--- src/rtl/mag_compare_seq.sv ---
// Sequential byte-serial magnitude comparator: one byte per cycle, LSB first.
// Define MAG_COMPARE_SEQ_SIGNED_EN to compare operands as two's complement.
module mag_compare_seq #(
  parameter int BYTES = 4
) (
  input  logic               clk,
  input  logic               rst_n,
  input  logic               in_valid,
  output logic               in_ready,
  input  logic [8*BYTES-1:0] a_in,
  input  logic [8*BYTES-1:0] b_in,
  output logic               out_valid,
  input  logic               out_ready,
  output logic               alb,
  output logic               agb,
  output logic               aeb
);

  localparam int W = 8 * BYTES;

  typedef enum logic [1:0] {
    IDLE = 2'd0,
    RUN  = 2'd1,
    HOLD = 2'd2
  } state_t;

  state_t       state, state_nxt;
  logic [2:0]   idx, idx_nxt;
  logic [W-1:0] a_reg, b_reg, a_nxt, b_nxt;
  logic [2:0]   flags_nxt;
  logic [7:0]   a_byte, b_byte;
  logic         last_byte;

  function automatic logic [7:0] pick_byte(input logic [W-1:0] op, input logic [2:0] i);
    logic [7:0] r;
    r = '0;
    for (int k = 0; k < BYTES; k++) begin
      if (int'(i) == k) r = op[8*k +: 8];
    end
    return r;
  endfunction

  // A later (more significant) byte that differs overrides any earlier verdict.
  function automatic logic [2:0] cascade(input logic [7:0] a, input logic [7:0] b,
                                         input logic [2:0] prev);
    logic [2:0] r;
    r = prev;
    if (a > b)      r = 3'b010;
    else if (a < b) r = 3'b100;
    return r;
  endfunction

  always_comb begin
    last_byte = (int'(idx) == BYTES - 1);
    a_byte    = pick_byte(a_reg, idx);
    b_byte    = pick_byte(b_reg, idx);
`ifdef MAG_COMPARE_SEQ_SIGNED_EN
    // Flipping the sign bits maps two's complement order onto unsigned order.
    a_byte[7] = a_byte[7] ^ last_byte;
    b_byte[7] = b_byte[7] ^ last_byte;
`endif
  end

  always_comb begin
    state_nxt = state;
    idx_nxt   = idx;
    a_nxt     = a_reg;
    b_nxt     = b_reg;
    flags_nxt = {alb, agb, aeb};
    case (state)
      IDLE: begin
        if (in_valid) begin
          a_nxt     = a_in;
          b_nxt     = b_in;
          idx_nxt   = 3'd0;
          flags_nxt = 3'b001;
          state_nxt = RUN;
        end
      end
      RUN: begin
        flags_nxt = cascade(a_byte, b_byte, {alb, agb, aeb});
        idx_nxt   = idx + 3'd1;
        if (last_byte) state_nxt = HOLD;
      end
      HOLD: begin
        // Returning to IDLE never captures in the same edge.
        if (out_ready) state_nxt = IDLE;
      end
      default: state_nxt = IDLE;
    endcase
  end

  always_ff @(posedge clk) begin
    if (!rst_n) begin
      state           <= IDLE;
      idx             <= 3'd0;
      a_reg           <= '0;
      b_reg           <= '0;
      {alb, agb, aeb} <= 3'b001;
    end else begin
      state           <= state_nxt;
      idx             <= idx_nxt;
      a_reg           <= a_nxt;
      b_reg           <= b_nxt;
      {alb, agb, aeb} <= flags_nxt;
    end
  end

  assign in_ready  = (state == IDLE);
  assign out_valid = (state == HOLD);

endmodule
--- config.mk ---
export PLATFORM = sky130hd
export DESIGN_NAME = mag_compare_seq
export DESIGN_NICKNAME = d
export VERILOG_FILES = /design/src/rtl/mag_compare_seq.sv
export SDC_FILE = /design/constraint.sdc
export NUM_CORES = 1
export LEC_CHECK = 0
export BUFFER_PORTS_ARGS = -buffer_cell sky130_fd_sc_hd__buf_2
export CORE_MARGIN = 3
export CORE_UTILIZATION = 49
export CTS_CLUSTER_DIAMETER = 80
export DETAILED_ROUTE_END_ITERATION = 8
export PLACE_DENSITY = 0.75
export SLEW_MARGIN = 20
export SYNTH_ARGS = -nofsm -noshare
export SYNTH_HDL_FRONTEND = slang
export SYNTH_SLANG_ARGS = --single-unit
--- constraint.sdc ---
create_clock -name clk -period 2.3 [get_ports clk]
set_input_delay 0.23 -clock clk [delete_from_list [all_inputs] [get_ports clk]]
set_output_delay 0.23 -clock clk [all_outputs]
set_load 0.05 [all_outputs]
; Yosys cells after proc, flatten, opt, wreduce, memory -nomap -nowiden
; Cells that the tools add are included.
[totals]
input_bits = 68
regBits = 72
output_inout_bits = 5
[classes]
mux = 18
order_cmp = 2
reduce_logical = 7
n_eq_ne = 9
n_addsub = 1
[op_table]
columns = cell, count
row1 = $mux 8, 8
row2 = $mux 3, 4
row3 = $pmux 3 s2, 2
row4 = $gt 8x8->1, 1
row5 = $lt 8x8->1, 1
row6 = $eq 3x3->1 const B, 2
row7 = $mux 2, 3
row8 = $pmux 2 s3, 1
row9 = $reduce_and 3->1, 2
row10 = $ne 2x2->1 const B, 2
row11 = $reduce_and 2->1, 2
row12 = $add 3x1->3 const B, 1
row13 = $eq 3x2->1 const B, 1
row14 = $logic_not 3->1, 1
row15 = $ne 3x3->1 const B, 1
row16 = $eq 2x1->1 const B, 1
row17 = $eq 2x2->1 const B, 1
row18 = $logic_not 2->1, 1
row19 = $ne 2x1->1 const B, 1
row20 = $reduce_bool 2->1, 1

; Logic depth before layout (Yosys ltp)
[depth]
depth_word = 9
ltp_mapped = 15

; Least setup slack after synthesis
; OpenSTA, ideal clock, no wires.
[synth_path]
path_type = register to register
from = register idx[0]
to = register alb
slack_ps = -157
path_stages_with_launch = 13
required_ps = 2240
t_arrival_ps = 2397
synth_period_minus_slack_ps = 2457
setup_time_ps = 60
path_buffers = 2
cell_sequence = dfxtp_1 -> ha_1 -> ha_1 -> buf_2 -> nor2_1 -> buf_4 -> a22oi_1 -> ha_1 -> nor2b_1 -> o211ai_1 -> a21oi_1 -> o31ai_1 -> and3_1
[synth_via]
elab_chain_cells = 8
elab_cells_between_ends = 18
classes_between = 2 x order compare / 4 x eq/ne / 10 x mux / 2 x reduce/logical
[synth_rtl]
columns = element, line
row1 = start: declaration, 28  ; logic [2:0] idx, idx_nxt;
row2 = start signal: assignment, 102  ; idx <= idx_nxt;
row3 = $logic_not 3->1, 38  ; if (int'(i) == k) r = op[8*k +: 8];
row4 = $mux 8 (4 in a row), 38
row5 = $gt 8x8->1 or $lt 8x8->1 (tied branches), "48, 49"
row6 = $ne 3x3->1 (no line) or $mux 3 (tied branches), n/a
row7 = $reduce_and 3->1 (no line) or $pmux 3 s2 (tied branches), n/a
row8 = end signal: assignment, 105  ; {alb, agb, aeb} <= flags_nxt;
row9 = end: declaration, 14  ; output logic alb,
; Several ways; a longest one is shown, not always the timed one.
; A chain may end at the register's enable or synchronous reset.

; Final worst setup path
; Same ends and word-level chain as after synthesis.

==> results_dict.tcl <==
set metrics [dict create \
    cts_buffers 9 \
    cts_sinks 72 \
    cts_tree "done" \
    clock_skew_ns 0.00848 \
    max_cap_violations 0 \
    grt_pass1_vias 3007 \
    path_buf_inv 2 \
    vias 3244 \
    multi_input_area_um2 2080 \
    syn_area_um2 3550 \
    crit_family "compound AO/OA/AOI/OAI gates" \
    run_status "finished, violations left" \
    cpMaxStageDelayCell "dfxtp_4" \
    remaining_drc_errors 0 \
    crit_required_ns 2.58 \
    drt_iter0_drc 177 \
    hold_viol_final 0 \
    overflow 0 \
    failed_checks "setup timing" \
    cts-root-buf "clkbuf_8" \
    area_growth_syn_to_layout_pct 26.8 \
    ys_types 31 \
    layout.nets 606 \
    final.fill_count 601 \
    critical_path.startpoint_type "flop" \
    power_density_nw_per_um2 646 \
    hpwl_mm 5.93 \
    setup_ws_ns -0.208 \
    p_leak_nw 1.83 \
    cts.clk_slew.worst_paths_ns 0.08 \
    rows 30 \
    max_stage_delay_ns 0.36 \
    n_antenna_cell 0 \
    yosysWarnings 0 \
    slew_violations 0 \
    worstPathArrival_ns 2.79 \
    io_pins 73 \
    die_y_um 91.2 \
    core_um2 6910 \
    regArea_um2 1450 \
    post_drt_wl_per_cell_um 14.0 \
    place_congestion 0.835 \
    setup_viol 3 \
    ctsHtreeMaxLevel 3 \
    finalWirelength_mm 8.73 \
    syn_inst 452 \
    min_period_over_period_pct 109 \
    ir_drop_uv 374 \
    grt_pass1_wl_mm 13.9 \
    maxClockFrequency_ghz 0.399 \
    tightest_slew_ns 0.827 \
    cts_buffer_depth 2 \
    worstSkewPairLatency_ns 0.35 \
    gr-usage-all-layers_pct 20.7 \
    grt_antenna_before_repair 0 \
    crit_chain "buf_6, ha_4, clkbuf_16, nor2_1, a21oi_1, o21ai_0, a22oi_1, ha_4, a21oi_2, a21oi_2, o31ai_2, and3_1" \
    synth_nets 533 \
    first_pass_iters 6 \
    end_kind "flop" \
    die-area_um2 8310 \
    drive_gt1_share_pct 31.5 \
    hold_buffers 0 \
    fin_crit_ns 2.51 \
    critical_path_class "reg2reg" \
    synth_seq_cells 72 \
    dieWidth_um 91.2 \
    grt_start_max_net_pins 73 \
    critical_path_peak_fanout 9 \
    total_power_mw 2.91 \
    relSlewSlack_pct 44.6 \
    hp-class "in2reg" \
    place_ws_ns -0.143 \
    numPortBuffers 72 \
    ys_seq_area_share_pct 40.6 \
    via_per_inst 5.18 \
    avgSynthCellArea_um2 7.86 \
    initial_core_util_pct 51.4 \
    postRouteAntennaNets 0 \
    rsz0062_at_grt "true" \
]
routing by layer:
layer	track usage [%]	share of wire, %
met2	33.1	46
met1	27.0	44
met5	0	0
met3	5.05	6.8
met4	7.91	2.3
cell type report:
cell class                      instances  share of cell area [%]
Multi-Input combinational cell        341                    46.1
Clock buffer                           12                    3.66
Sequential cell                        72                    32.1
Timing Repair Buffer                   96                    14.3
Tap cell                               96                    2.67
Clock inverter                          4                   0.611
Inverter                                5                   0.527
worst paths after layout:
kind              slack (ns)  depth (start not counted)      from       end
setup / recovery       -0.21                         12    idx[0]       alb
hold / removal          0.11                          3   a_in[5]  a_reg[5]
hold reg to reg         0.46                          2  a_reg[7]  a_reg[7]
setup reg to reg       -0.21                         12    idx[0]       alb
placed cells by master, fill, tap and decap left out, types with 2 or more instances in the layout:
| cell | count |
|---|---|
| nand2_1 | 151 |
| buf_2 | 72 |
| dfxtp_1 | 70 |
| a21boi_1 | 32 |
| a21boi_0 | 24 |
| nor2_1 | 15 |
| a21oi_1 | 13 |
| nand2_2 | 13 |
| buf_4 | 13 |
| clkbuf_8 | 12 |
| o21ai_1 | 11 |
| a21boi_2 | 10 |
| o21ai_0 | 8 |
| a22o_1 | 8 |
| ha_4 | 8 |
| a21oi_2 | 7 |
| a22oi_1 | 7 |
| buf_6 | 5 |
| buf_12 | 4 |
| nor2_4 | 3 |
| inv_1 | 3 |
| nor2_2 | 3 |
| nor2b_1 | 3 |
| nand3_1 | 3 |
| nand4_1 | 3 |
| ha_1 | 3 |
| clkinvlp_4 | 3 |
| inv_4 | 2 |
| a22oi_2 | 2 |
| o21a_1 | 2 |
| o211ai_1 | 2 |
| ha_2 | 2 |
| clkbuf_16 | 2 |
| dfxtp_4 | 2 |
logic make-up (layout without fill, tap and decap cells):
group	after synthesis	in the layout	share of synthesized area, %
flip-flops	72	72	40.6
buffers and inverters	39	117	6.09
adder cells (fa/ha/maj)	13	13	4.58
AND/OR/NAND/NOR	200	200	23.1
AO/OA/AOI/OAI	128	128	25.7
cell usage after synthesis:
master    count  area (um2)
a21boi_0     25         188
a21boi_1     31         233
a21boi_2     10         113
a21oi_1      20         100
a22o_1        8        70.1
a22oi_1       9        67.6
and2_1        1        6.26
and2_4        1        8.76
and3_1        1        6.26
buf_2        10        50.1
buf_4         3        22.5
buf_6         6        67.6
clkbuf_1     14        52.6
clkbuf_2      1        5.00
dfxtp_1      72        1440
ha_1         13         163
inv_1         5        18.8
nand2_1     153         574
nand2_2      11        68.8
nand2b_1      1        6.26
nand3_1       3        15.0
nand4_1       3        18.8
nor2_1       20        75.1
nor2_4        1        11.3
nor2b_1       4        25.0
nor3_1        1        5.00
o211ai_1      2        15.0
o21a_1        2        15.0
o21ai_0      19        95.1
o221ai_1      1        8.76
o31ai_1       1        7.51
repair_timing:
action                     CTS  global route
pin swaps                   11            16
setup endpoints to repair    3             3
setup buffers                0             4
resized for setup           24            32
gates cloned                 1             2
worst reg2reg max path, cell delays in order (launching register included):
cell,delay (ns)
dfxtp_4,0.36
buf_6,0.11
ha_4,0.21
clkbuf_16,0.18
nor2_1,0.05
a21oi_1,0.19
o21ai_0,0.14
a22oi_1,0.26
ha_4,0.26
a21oi_2,0.15
a21oi_2,0.09
o31ai_2,0.24
and3_1,0.19
power by group:
group / internal, mW / total, mW / switching, mW
combinational: 0.264 / 0.588 / 0.324
clock: 0.478 / 0.947 / 0.469
sequential: 1.32 / 1.37 / 0.0513
metrics by stage:
stage                     area (um2)  instances  util [%]  hold WS [ns]  TNS [ns]
final                           4510        626      65.3         0.107    -0.516
after global routing            4510        626      65.3        0.0878    -0.787
after CTS                       4310        620      62.4        0.0937  -0.00573
after detailed placement        4010        603      58.1         0.447    -0.360
after global placement          4010        603      58.1         0.444   -0.0929
after floorplan                 3600        452         -         0.357         0
Power figures use the tool's default switching activity.
